`config.mk`:
```
export PLATFORM = sky130hd
export DESIGN_NAME = coin_acceptor
export DESIGN_NICKNAME = d
export VERILOG_FILES = /design/src/rtl/vending_pkg.sv /design/src/rtl/coin_debounce.sv /design/src/rtl/coin_acceptor.sv
export SDC_FILE = /design/constraint.sdc
export NUM_CORES = 1
export LEC_CHECK = 0
export ABC_AREA = 1
export CAP_MARGIN = 20
export CORE_MARGIN = 1.5
export CORE_UTILIZATION = 58
export CTS_BUF_LIST = sky130_fd_sc_hd__clkbuf_16
export CTS_CLUSTER_DIAMETER = 60
export CTS_CLUSTER_SIZE = 30
export DETAILED_ROUTE_END_ITERATION = 6
export HOLD_SLACK_MARGIN = 0.02
export PLACE_DENSITY = 0.76
export SETUP_SLACK_MARGIN = 0.1
export SYNTH_ARGS = -nofsm -noshare
export SYNTH_HDL_FRONTEND = slang
export SYNTH_SLANG_ARGS = --single-unit
export TNS_END_PERCENT = 100
```
`constraint.sdc`:
```
create_clock -name clk -period 2.8 [get_ports clk]
set_input_delay 0.42 -clock clk [delete_from_list [all_inputs] [get_ports clk]]
set_output_delay 0.42 -clock clk [all_outputs]
set_load 0.05 [all_outputs]
```
`src/rtl/vending_pkg.sv`:
```
// Shared coin encoding and acceptor state encoding for the vending front end.
// The vending FSM decodes coins with the same constants.
package vending_pkg;

    localparam logic [1:0] COIN_NONE = 2'b00;
    localparam logic [1:0] COIN_5    = 2'b01;
    localparam logic [1:0] COIN_10   = 2'b10;

    typedef enum logic [1:0] {
        IDLE    = 2'd0,
        COLLECT = 2'd1,
        BURST   = 2'd2
    } acc_state_e;

    // Running transaction value in 5 rs units, clamped at 15.
    function automatic logic [3:0] sat_add4(input logic [3:0] a, input logic [1:0] b);
        logic [4:0] s;
        s = {1'b0, a} + {3'b000, b};
        return s[4] ? 4'hF : s[3:0];
    endfunction

    function automatic logic [15:0] sat_inc16(input logic [15:0] a);
        return (a == 16'hFFFF) ? a : a + 16'd1;
    endfunction

endpackage

```
`src/rtl/coin_debounce.sv`:
```
// One coin sensor: 2-flop synchroniser, stability counter and a single-cycle
// event on the rising edge of the qualified level.
module coin_debounce #(
    parameter int DEBOUNCE_CYCLES = 4
) (
    input  logic clk,
    input  logic rst,
    input  logic raw,
    output logic coin_event
);

    localparam int CW = $clog2(DEBOUNCE_CYCLES + 1);
    localparam logic [CW-1:0] CNT_MAX  = CW'(DEBOUNCE_CYCLES);
    localparam logic [CW-1:0] CNT_LAST = CW'(DEBOUNCE_CYCLES - 1);

    logic [1:0]    sync;
    logic          synced;
    logic [CW-1:0] cnt;
    logic          qual;
    logic          hit;

    assign synced = sync[1];
    // The counter reaches DEBOUNCE_CYCLES on the same edge the level qualifies,
    // so the event is flagged one cycle earlier and takes effect on that edge.
    assign hit        = synced && (cnt == CNT_LAST);
    assign coin_event = hit && !qual;

    always_ff @(posedge clk or negedge rst) begin
        if (!rst) begin
            sync <= 2'b00;
            cnt  <= '0;
            qual <= 1'b0;
        end else begin
            sync <= {sync[0], raw};
            if (!synced) begin
                cnt  <= '0;
                qual <= 1'b0;
            end else begin
                if (cnt != CNT_MAX) begin
                    cnt <= cnt + 1'b1;
                end
                if (hit) begin
                    qual <= 1'b1;
                end
            end
        end
    end

endmodule

```
`src/rtl/coin_acceptor.sv`:
```
// Coin front end: debounces both sensors, buffers one transaction and replays it
// to the vending FSM as a gap-free burst. Optional COIN_ACCEPTOR_STATS_EN adds
// saturating totals of accepted coins.
module coin_acceptor
    import vending_pkg::*;
#(
    parameter int DEBOUNCE_CYCLES = 4,
    parameter int IDLE_TIMEOUT    = 16,
    parameter int FIFO_DEPTH      = 4,
    parameter int PRICE_UNITS     = 3
) (
    input  logic                          clk,
    input  logic                          rst,
    input  logic                          coin5_raw,
    input  logic                          coin10_raw,
    output logic [1:0]                    coin_code,
    output logic                          burst_active,
    output logic                          coin_reject,
    output logic [$clog2(FIFO_DEPTH):0]   fifo_level,
    output acc_state_e                    state_dbg
`ifdef COIN_ACCEPTOR_STATS_EN
    ,
    output logic [15:0]                   total5,
    output logic [15:0]                   total10
`endif
);

    localparam int AW = $clog2(FIFO_DEPTH);
    localparam int TW = $clog2(IDLE_TIMEOUT + 1);
    localparam logic [AW:0]   FULL_LVL   = (AW + 1)'(FIFO_DEPTH);
    localparam logic [4:0]    PRICE_L    = 5'(PRICE_UNITS);
    localparam logic [TW-1:0] TIMER_LOAD = TW'(IDLE_TIMEOUT);

    logic ev5;
    logic ev10;

    coin_debounce #(.DEBOUNCE_CYCLES(DEBOUNCE_CYCLES)) u_deb5 (
        .clk        (clk),
        .rst        (rst),
        .raw        (coin5_raw),
        .coin_event (ev5)
    );

    coin_debounce #(.DEBOUNCE_CYCLES(DEBOUNCE_CYCLES)) u_deb10 (
        .clk        (clk),
        .rst        (rst),
        .raw        (coin10_raw),
        .coin_event (ev10)
    );

    acc_state_e    state;
    acc_state_e    next_state;
    logic [1:0]    mem [FIFO_DEPTH];
    logic [AW:0]   wr_ptr;
    logic [AW:0]   rd_ptr;
    logic [AW:0]   level;
    logic          full;
    logic          empty;
    logic [3:0]    sum;
    logic [TW-1:0] timer;

    logic          accept;
    logic          reject;
    logic          go_burst;
    logic          pop;
    logic          burst_done;
    logic [1:0]    push_code;
    logic [1:0]    push_units;

    assign level      = wr_ptr - rd_ptr;
    assign full       = (level == FULL_LVL);
    assign empty      = (level == '0);
    assign fifo_level = level;
    assign state_dbg  = state;

    // State register
    always_ff @(posedge clk or negedge rst) begin
        if (!rst) begin
            state <= IDLE;
        end else begin
            state <= next_state;
        end
    end

    // Next-state logic
    always_comb begin
        next_state = state;
        unique case (state)
            IDLE:    if (accept)     next_state = COLLECT;
            COLLECT: if (go_burst)   next_state = BURST;
            BURST:   if (burst_done) next_state = IDLE;
            default:                 next_state = IDLE;
        endcase
    end

    // Control decode. The first pop happens on the edge that enters BURST,
    // so the burst follows the trigger without an idle cycle in between.
    always_comb begin
        accept     = 1'b0;
        reject     = 1'b0;
        go_burst   = 1'b0;
        pop        = 1'b0;
        burst_done = 1'b0;
        push_code  = COIN_5;
        push_units = 2'd1;
        if (ev5 || ev10) begin
            if ((ev5 && ev10) || full || (state == BURST)) begin
                reject = 1'b1;
            end else begin
                accept = 1'b1;
            end
        end
        if (ev10) begin
            push_code  = COIN_10;
            push_units = 2'd2;
        end
        if (state == COLLECT) begin
            go_burst = ({1'b0, sum} >= PRICE_L) || full || ((timer <= TW'(1)) && !accept);
        end
        pop        = ((state == BURST) || go_burst) && !empty;
        burst_done = (state == BURST) && empty;
    end

    always_ff @(posedge clk) begin
        if (accept) begin
            mem[wr_ptr[AW-1:0]] <= push_code;
        end
    end

    always_ff @(posedge clk or negedge rst) begin
        if (!rst) begin
            wr_ptr       <= '0;
            rd_ptr       <= '0;
            sum          <= 4'd0;
            timer        <= '0;
            coin_code    <= COIN_NONE;
            burst_active <= 1'b0;
            coin_reject  <= 1'b0;
        end else begin
            if (accept) begin
                wr_ptr <= wr_ptr + 1'b1;
            end
            if (pop) begin
                rd_ptr <= rd_ptr + 1'b1;
            end
            coin_code    <= pop ? mem[rd_ptr[AW-1:0]] : COIN_NONE;
            burst_active <= pop;
            coin_reject  <= reject;

            if (burst_done) begin
                sum <= 4'd0;
            end else if (accept) begin
                sum <= sat_add4(sum, push_units);
            end

            if (accept) begin
                timer <= TIMER_LOAD;
            end else if (state != COLLECT) begin
                timer <= '0;
            end else if (timer != '0) begin
                timer <= timer - 1'b1;
            end
        end
    end

`ifdef COIN_ACCEPTOR_STATS_EN
    always_ff @(posedge clk or negedge rst) begin
        if (!rst) begin
            total5  <= 16'd0;
            total10 <= 16'd0;
        end else if (accept) begin
            if (ev10) begin
                total10 <= sat_inc16(total10);
            end else begin
                total5 <= sat_inc16(total5);
            end
        end
    end
`endif

endmodule
```
* Yosys cells after proc, flatten, opt, wreduce, memory -nomap -nowiden
Memories as Yosys holds them, arrays and structs flattened. Index checks and enable logic that the tools add are counted.
Storage, ports and cells: input port bits 4, output and inout bits 9, word-level logic and storage cells 90, bits in writable memories 8, register bits 33, memories kept 1
Operators by class: $add $sub $neg 7, $lt $le $gt $ge 2, reduce and logical (&&, ||, !) cells 24, eq/ne operators 15, multiplexer cells 27
Memory list:
- mem | words 4, width 2, rd ports 1, clocked after Yosys merged registers in 0, wr ports 1, line coin_acceptor.sv:53 | logic [1:0] mem [FIFO_DEPTH];
Operators with widths (count):
- 2-to-1 mux 5 bit | 3
- inequality test 2 bit (second input constant) | 7
- adder 3 x 1 -> 3 bit (second input constant) | 4
- 2-to-1 mux 3 bit | 4
- 2-to-1 mux 4 bit | 3
- 2-to-1 mux 1 bit | 11
- 2-to-1 mux 2 bit | 5
- logical AND 1 bit | 8
- equality test 3 x 2 -> 1 bit (second input constant) | 2
- logical OR 1 bit | 6
- inequality test 3 bit (second input constant) | 2
- one-hot mux 2 bit (3 select lines) | 1
- adder 4 x 2 -> 5 bit | 1
- <= comparator 5 x 1 -> 1 bit (second input constant) | 1
- nonzero test 5 bit | 1
- subtractor 5 x 1 -> 5 bit (second input constant) | 1
- >= comparator 4 x 2 -> 1 bit (second input constant) | 1
- zero test 1 bit | 4
- equality test 3 bit (second input constant) | 1
- zero test 3 bit | 1
- AND reduction 3 bit | 1
- nonzero test 3 bit | 1
- subtractor 3 bit | 1
- equality test 2 x 1 -> 1 bit (second input constant) | 1
- 4 further kinds | 4

* Logic depth before layout (Yosys ltp)
Gate-level depths: netlist (run 1).
depth after elaboration 15, depth in mapped cells 16, mapped depth without buffers 16

* Hierarchy
Synthesis (run 1) repeated with hierarchy kept, for this count alone.
Unflattened totals: cell total of the unflattened synthesis 216, area, all modules 2082.0 µm²
Modules (own cells, without submodules):
- coin_acceptor | cells each 166, area each 1569.0 µm², times used 1, seq. area each 765.7 µm²
- coin_debounce | cells each 25, area each 256.5 µm², times used 2, seq. area each 150.1 µm²

* Worst setup path after synthesis (run 1)
Ideal clock, no wire load.
path kind flip-flop to flip-flop, start register wr_ptr[0], end register sum[0], path buffers 0, arrival 2083 ps, data required time 2672 ps, path slack 588 ps, cell stages (with the launch flop) 13, cell sequence dfrtp_1 > inv_1 > ha_1 > fa_1 > inv_1 > nand2_1 > nand2_1 > nand2_1 > and2_1 > nor2_1 > inv_2 > o21ai_2 > o22ai_1
Between the ends: word-level cells in the longest chain between the ends 7, elaborated cells between the ends (all ways) 10, those cells by class add/sub: 1; eq/ne: 1; mux: 3; reduce/logical: 5
Ends and longest elaborated chain:
- from (decl) | line coin_acceptor.sv:54 | logic [AW:0] wr_ptr;
- from (signal assigned) | line coin_acceptor.sv:141 | wr_ptr <= wr_ptr + 1'b1;
- subtractor 3 bit * | line coin_acceptor.sv:70 | assign level = wr_ptr - rd_ptr;
- net fifo_level[2] | line coin_acceptor.sv:19 | output logic [$clog2(FIFO_DEPTH):0] fifo_level,
- equality test 3 bit | line coin_acceptor.sv:71 | assign full = (level == FULL_LVL);
- logical OR 1 bit (2 in a row) | line coin_acceptor.sv:107 | if ((ev5 && ev10) || full || (state == BURST)) begin
- 2-to-1 mux 1 bit | line coin_acceptor.sv:107
- 2-to-1 mux 1 bit | line coin_acceptor.sv:106 | if (ev5 || ev10) begin
- nonzero test 2 bit (no line)
- to (signal assigned) | line coin_acceptor.sv:153 | sum <= sat_add4(sum, push_units);
- to (decl) | line coin_acceptor.sv:59 | logic [3:0] sum;
Mark *: on every way through the listed nets, which the timed path passes. The rest lies on a longest branch. A chain may end at the register's enable or synchronous reset.

* Worst setup path in the final report (run 1)
start register wr_ptr[0], end output port fifo_level[1]
Between the ends: word-level cells in the longest chain between the ends 1
Ends and longest elaborated chain (line):
- subtractor 3 bit | coin_acceptor.sv:70
- to (decl) | coin_acceptor.sv:19
Every way passes these cells.

==> out/results.tsv, run 1 <==
stage	metric	value	unit
clock_network	clock tree buffer depth	2	
sta	final hold slack	0.354	ns
placed_design	Post-DP HPWL	2.51	mm
logic_synthesis	post-synthesis register bit count	41	
logic_synthesis	syn nets	235	
logic_synthesis	Commonest cells post-synth	inv_1 (41), dfrtp_1 (33), nand2_1 (26)	
floorplanning	Initial Util	61.3	%
sta	total negative setup slack	0	ns
cells_and_area	Final #Nets	254	
global_route	vias in the first global route	1475	
clock_network	clock buffer count from CTS	5	
clock_network	CTS tree	yes	
logic_synthesis	sequential area share after synthesis	51.7	%
routing	DRC errors left	0	
cells_and_area	fin util	70.8	%
logic_synthesis	Synth Flop Type	dfrtp_1	
status	outcome	finished, final reports clean	
sta	Final Skew	0.00763	ns
floorplanning	Site Rows	21	
global_route	largest net degree at the start of global routing	34	
logic_synthesis	Synth top area share	40.0	%
global_route	initial antenna violation count	0	
routing	drt initial violations	58	
cells_and_area	share of layout cells above drive strength 1	9.05	%
clock_network	clock sinks	41	
power	total design power	2.57	mW
placed_design	routability cong.	0.776	
logic_synthesis	dominant cells by area after synthesis	dfrtp_1 (40%), edfxtp_1 (12%), ha_1 (10%), inv_1 (7.5%), nand2_1 (4.7%)	
placed_design	Port Buf Inserts	12	
floorplanning	die area	3920	um^2
sta	Final Critical Period	2.45	ns
logic_synthesis	ys async rst share	80.5	%
power	IR drop worst, VDD	455	uV
floorplanning	Die Span Y	62.6	um
sta	measured slew at the worst slew-check pin	0.495	ns
sta	final hold violation count	0	
sta	Rel. slew slack	66.9	%
clock_network	insertion delay to the later sink of the worst-skew pair	0.28	ns
global_route	first-pass GRT wire length	6.30	mm
worst_setup_path	Setup crit end kind	output port	
job	max-cap viol count	0	
logic_synthesis	most common cell in the synthesized netlist	inv_1	
worst_setup_path	critical path arrival	2.03	ns
power	Power Density	1080	nW/um^2
floorplanning	Ports	13	
logic_synthesis	Syn Inst Count	212	
worst_setup_path	CP Class	reg2out	
clock_network	htree depth	2	
global_route	total gr overflow	0	
logic_synthesis	Synth warnings	0	
logic_synthesis	Distinct cells, synth	27	
logic_synthesis	number of flops mapped to enable cells by yosys	8	
routing	First-pass DRT Iterations	4	
logic_synthesis	Mean Syn Cell Area	9.73	um^2
clock_network	CTS root buf	clkbuf_16	
hold_path	class of the worst hold path	reg2reg	
routing	final WL	3.56	mm
worst_setup_path	CP Data Required Time	2.38	ns
cells_and_area	Layout area overhead	15.5	%
worst_setup_path	CP Launch Type	flip-flop	
sta	RSZ-0062 raised after global routing	no	
floorplanning	Die Span X	62.6	um
floorplanning	Placeable Area	3360	um^2
routing	antenna viol nets, final	0	
logic_synthesis	leading area contributor after synthesis	dfrtp_1	
worst_setup_path	crit-path max FO	4	
clock_network	clock slew seen by the registers of the worst setup and hold paths	0.06	ns
routing	Vias/cell	5.26	
sta	final setup vio count	0	
routing	DR WL/cell	12.8	um
global_route	all-layer global routing usage	20.5	%
sta	Max Slew Vio Count	0	
clock_network	# hold bufs at CTS	0	
routing	Vias	1462	
power	Static Leak	1.16	nW
sta	Peak Freq	0.409	GHz
sta	part of the cycle the worst path needs	87.4	%
cells_and_area	antenna diode count	0	
logic_synthesis	mapped cell area	2060	um^2
-- where the power goes --
part           switching (mW)  internal (mW)  leakage [nW]
Sequential              0.111          0.737         0.502
Clock                   0.216          0.326        0.0712
Combinational           0.797          0.383         0.588
Total                    1.12           1.45          1.16
-- sequential cells by signal, summed over array words and instances, names as in the netlist --
| signal | count |
|---|---|
| coin_reject | 1 |
| wr_ptr | 3 |
| coin_code | 2 |
| u_deb10.sync | 2 |
| mem | 8 |
| u_deb5.qual | 1 |
| u_deb5.sync | 2 |
| rd_ptr | 3 |
| state_dbg | 2 |
| u_deb10.cnt | 3 |
| u_deb5.cnt | 3 |
| timer | 5 |
| burst_active | 1 |
| u_deb10.qual | 1 |
| sum | 4 |
-- worst max-delay path, cell delays in order, from the launching register on --
cell           delay, ns
dfrtp_1             0.40
inv_1               0.16
ha_1                0.19
fa_1                0.42
inv_1               0.06
dlygate4sd2_1       0.52
-- cell families (layout without fill, tap and decap cells) --
kind of cell    count (synthesis)  in the layout  synth area share [%]
simple gates                   75             75                  17.4
compound gates                 28             28                  8.19
fa+ha+maj                      19             19                  12.2
xor+xnor                        5              5                  2.12
buf+inv                        43             63                  7.88
flops                          41             41                  51.7
mux                             1              1                 0.485
-- cells in the final DEF (no fill, tap or decap), drive strengths merged, types with 5 or more instances in the layout --
master | Yosys | routed
clkbuf | 0 | 5
inv | 42 | 42
dfrtp | 33 | 33
ha | 17 | 17
xor2 | 5 | 5
nand2 | 31 | 31
nor2 | 23 | 23
a21oi | 7 | 7
o21ai | 11 | 11
clkdlybuf4s50 | 0 | 10
nand3 | 19 | 19
edfxtp | 8 | 8
-- final cells by class --
class                   count  area [um^2]
flip-flops and latches     41         1070
fillers                   240          981
multi-input cells         128          835
inverters                  42          158
clock buffers               5          125
repair buffers             13          124
well taps                  46         57.6
clock inverters             3         17.5
-- timing repair --
action / CTS / global route
gates resized for setup: 1 / 0
buffers inserted: 0 / 0
endpoints found under the setup margin: 1 / 0
-- metal layers --
layer,vias to the layer above,GRT usage (%),wire length (um)
li1,721,-,-
met1,702,23.1,1490
met2,31,37.2,1900
met3,8,4.68,108
met4,0,8.61,61
met5,-,0,0
-- path summary, 6_finish.rpt --
path	startpoint	to	slack, ns	cells after the start
worst max-delay path	wr_ptr[0]	fifo_level[1]	0.35	5
worst min-delay path	u_deb5.sync[0]	u_deb5.sync[1]	0.35	0
worst max register to register	wr_ptr[0]	rd_ptr[1]	0.48	14
worst min register to register	u_deb5.sync[0]	u_deb5.sync[1]	0.35	0
max in group asynchronous	rst	state_dbg[0]	1.95	2
min in group asynchronous	rst	rd_ptr[2]	0.53	2
-- metrics by stage --
| step | cells | setup slack (ns) | area, um^2 |
|---|---|---|---|
| 2_1_floorplan | 212 | 0.588 | 2060 |
| 3_3_place_gp | 270 | 0.432 | 2240 |
| 3_5_place_dp | 270 | 0.388 | 2240 |
| 4_1_cts | 278 | 0.356 | 2380 |
| 5_1_grt | 278 | 0.272 | 2380 |
| 6_report | 278 | 0.352 | 2380 |
No activity file was read; power rests on OpenSTA's default activity.
==> run 2, diff against run 1 <==
--- a/config.mk
+++ b/config.mk
@@ -10,11 +10,11 @@
 export CORE_MARGIN = 1.5
 export CORE_UTILIZATION = 58
 export CTS_BUF_LIST = sky130_fd_sc_hd__clkbuf_16
-export CTS_CLUSTER_DIAMETER = 60
+export CTS_CLUSTER_DIAMETER = 120
 export CTS_CLUSTER_SIZE = 30
 export DETAILED_ROUTE_END_ITERATION = 6
 export HOLD_SLACK_MARGIN = 0.02
-export PLACE_DENSITY = 0.76
+export PLACE_DENSITY = 0.88
 export SETUP_SLACK_MARGIN = 0.1
 export SYNTH_ARGS = -nofsm -noshare
 export SYNTH_HDL_FRONTEND = slang
==> run 2 against run 1 <==
  * Core utilization is the same
  * Via count shrank 2.7%
  * Non-clock buffer count is the same
  * Flip-flop and latch count is the same
  * Hold slack lost 0.0077 ns
  * Clock-buffer cell count is the same
  * Sequential power is essentially flat
  * Critical path depth is the same
  * Cell count is the same
  * Critical endpoint unchanged
  * Largest cell class unchanged
  * Largest power group unchanged
==> out/results.tsv, run 2 (synthesis gave the netlist of run 1 again) <==
stage	metric	value	unit
cells_and_area	Layout area overhead	15.5	%
floorplanning	Die Span X	62.6	um
sta	final setup vio count	0	
sta	part of the cycle the worst path needs	89.6	%
routing	drt initial violations	97	
floorplanning	Die Span Y	62.6	um
global_route	vias in the first global route	1464	
clock_network	# hold bufs at CTS	0	
sta	Rel. slew slack	67.1	%
power	Static Leak	1.16	nW
worst_setup_path	CP Class	reg2out	
clock_network	clock slew seen by the registers of the worst setup and hold paths	0.06	ns
placed_design	DP Area	2240	um^2
clock_network	clock tree buffer depth	2	
floorplanning	die area	3920	um^2
worst_setup_path	cell chain of the critical path	inv_1 > ha_1 > fa_1 > inv_1 > dlygate4sd2_1	
placed_design	Post-DP HPWL	2.47	mm
clock_network	CTS root buf	clkbuf_16	
clock_network	Post-CTS Setup Repair Bufs	0	
global_route	total gr overflow	0	
global_route	first-pass GRT wire length	6.35	mm
cells_and_area	post-route cell area	2380	um^2
routing	Vias/cell	5.12	
worst_setup_path	CP Data Required Time	2.38	ns
clock_network	clock buffer count from CTS	5	
floorplanning	Placeable Area	3360	um^2
worst_setup_path	crit path buf inv count	3	
routing	DRC errors left	0	
worst_setup_path	Setup crit end kind	output port	
routing	final WL	3.52	mm
sta	total negative setup slack	0	ns
sta	Max Slew Vio Count	0	
cells_and_area	Final #Nets	254	
sta	Peak Freq	0.399	GHz
cells_and_area	max FFs per register	8	
placed_design	routability cong.	0.777	
routing	Vias	1423	
clock_network	htree depth	2	
sta	final hold violation count	0	
sta	Final Skew	0.00691	ns
placed_design	dpl ws	0.363	ns
global_route	all-layer global routing usage	21.3	%
sta	RSZ-0062 raised after global routing	no	
floorplanning	Site Rows	21	
worst_setup_path	Top cell by count, worst path	inv_1	
worst_setup_path	crit-path max FO	4	
hold_path	class of the worst hold path	reg2reg	
floorplanning	Ports	13	
worst_setup_path	CP Launch Type	flip-flop	
clock_network	CTS resizes	1	
sta	Final Critical Period	2.51	ns
cells_and_area	most common cell after layout, fill and taps aside	inv_1	
power	Power Density	1080	nW/um^2
floorplanning	Initial Util	61.3	%
cells_and_area	antenna diode count	0	
clock_network	clock sinks	41	
worst_setup_path	crit-path leading delay family	buffers and inverters	
job	max-cap viol count	0	
routing	antenna viol nets, final	0	
cells_and_area	share of layout cells above drive strength 1	9.05	%
clock_network	insertion delay to the later sink of the worst-skew pair	0.28	ns
worst_setup_path	critical path arrival	2.09	ns
routing	DR WL/cell	12.7	um
worst_setup_path	CP max stage delay	0.53	ns
global_route	initial antenna violation count	0	
sta	setup ws final	0.291	ns
clock_network	CTS tree	yes	
worst_setup_path	CP max-delay cell	dlygate4sd2_1	
global_route	largest net degree at the start of global routing	34	
power	IR drop worst, VDD	520	uV
placed_design	Port Buf Inserts	12	
cells_and_area	most frequent cells in the layout	inv_1 (41), dfrtp_1 (33), nand2_1 (26)	
sta	measured slew at the worst slew-check pin	0.492	ns
routing	First-pass DRT Iterations	4	
status	outcome	finished, final reports clean	
==> run 2: path summary, 6_finish.rpt <==
kind | startpoint | endpoint | slack, ns | cells past startpoint
max reg2reg | wr_ptr[0] | mem[3][0] | 0.44 | 10
min in group asynchronous | rst | timer[2] | 0.54 | 2
max in group asynchronous | rst | sum[3] | 1.96 | 2
min | u_deb10.sync[0] | u_deb10.sync[1] | 0.35 | 0
max | wr_ptr[0] | fifo_level[1] | 0.29 | 5
min reg2reg | u_deb10.sync[0] | u_deb10.sync[1] | 0.35 | 0
==> run 2: worst reg2reg max path: cells and delay by family (launching register included) <==
family | cells | cell delay [ns]
AND/OR/NAND/NOR | 6 | 0.84
adder cells (fa/ha/maj) | 2 | 0.63
flip-flops | 1 | 0.38
buffers and inverters | 2 | 0.20
==> run 2: per-layer routing <==
layer / track usage, % / wire length (um)
met1: 24.7 / 1470
met2: 36.7 / 1820
met4: 12.2 / 119
met3: 4.32 / 108
met5: 0 / 0
==> run 2: final cells by class <==
cell class / count / area, um^2
clock inverter: 3 / 17.5
tap: 46 / 57.6
multi-input combinational: 128 / 835
fill: 260 / 981
clock buffer: 5 / 125
inverter: 42 / 158
timing repair buffer: 13 / 124
sequential: 41 / 1070
==> run 2: where the power goes <==
group | internal [mW] | switching (mW)
sequential | 0.737 | 0.112
clock | 0.327 | 0.226
combinational | 0.384 | 0.790
==> run 2: per-stage QoR <==
step                hold slack [ns]  std cells  total power [mW]  util [%]
global route                  0.352        278              2.76      70.8
global placement              0.334        270              1.98      66.6
finish                        0.347        278              2.58      70.8
detailed placement            0.336        270              2.03      66.6
floorplan                     0.124        212              1.72         -
CTS                           0.350        278              2.60      70.8
==> run 3, diff against run 2 <==
--- a/config.mk
+++ b/config.mk
@@ -16,6 +16,7 @@
 export HOLD_SLACK_MARGIN = 0.02
 export PLACE_DENSITY = 0.88
 export SETUP_SLACK_MARGIN = 0.1
+export SLEW_MARGIN = 20
 export SYNTH_ARGS = -nofsm -noshare
 export SYNTH_HDL_FRONTEND = slang
 export SYNTH_SLANG_ARGS = --single-unit
==> results of run 3 <==
The final DEF is identical to that of run 2; final timing and power are the same.
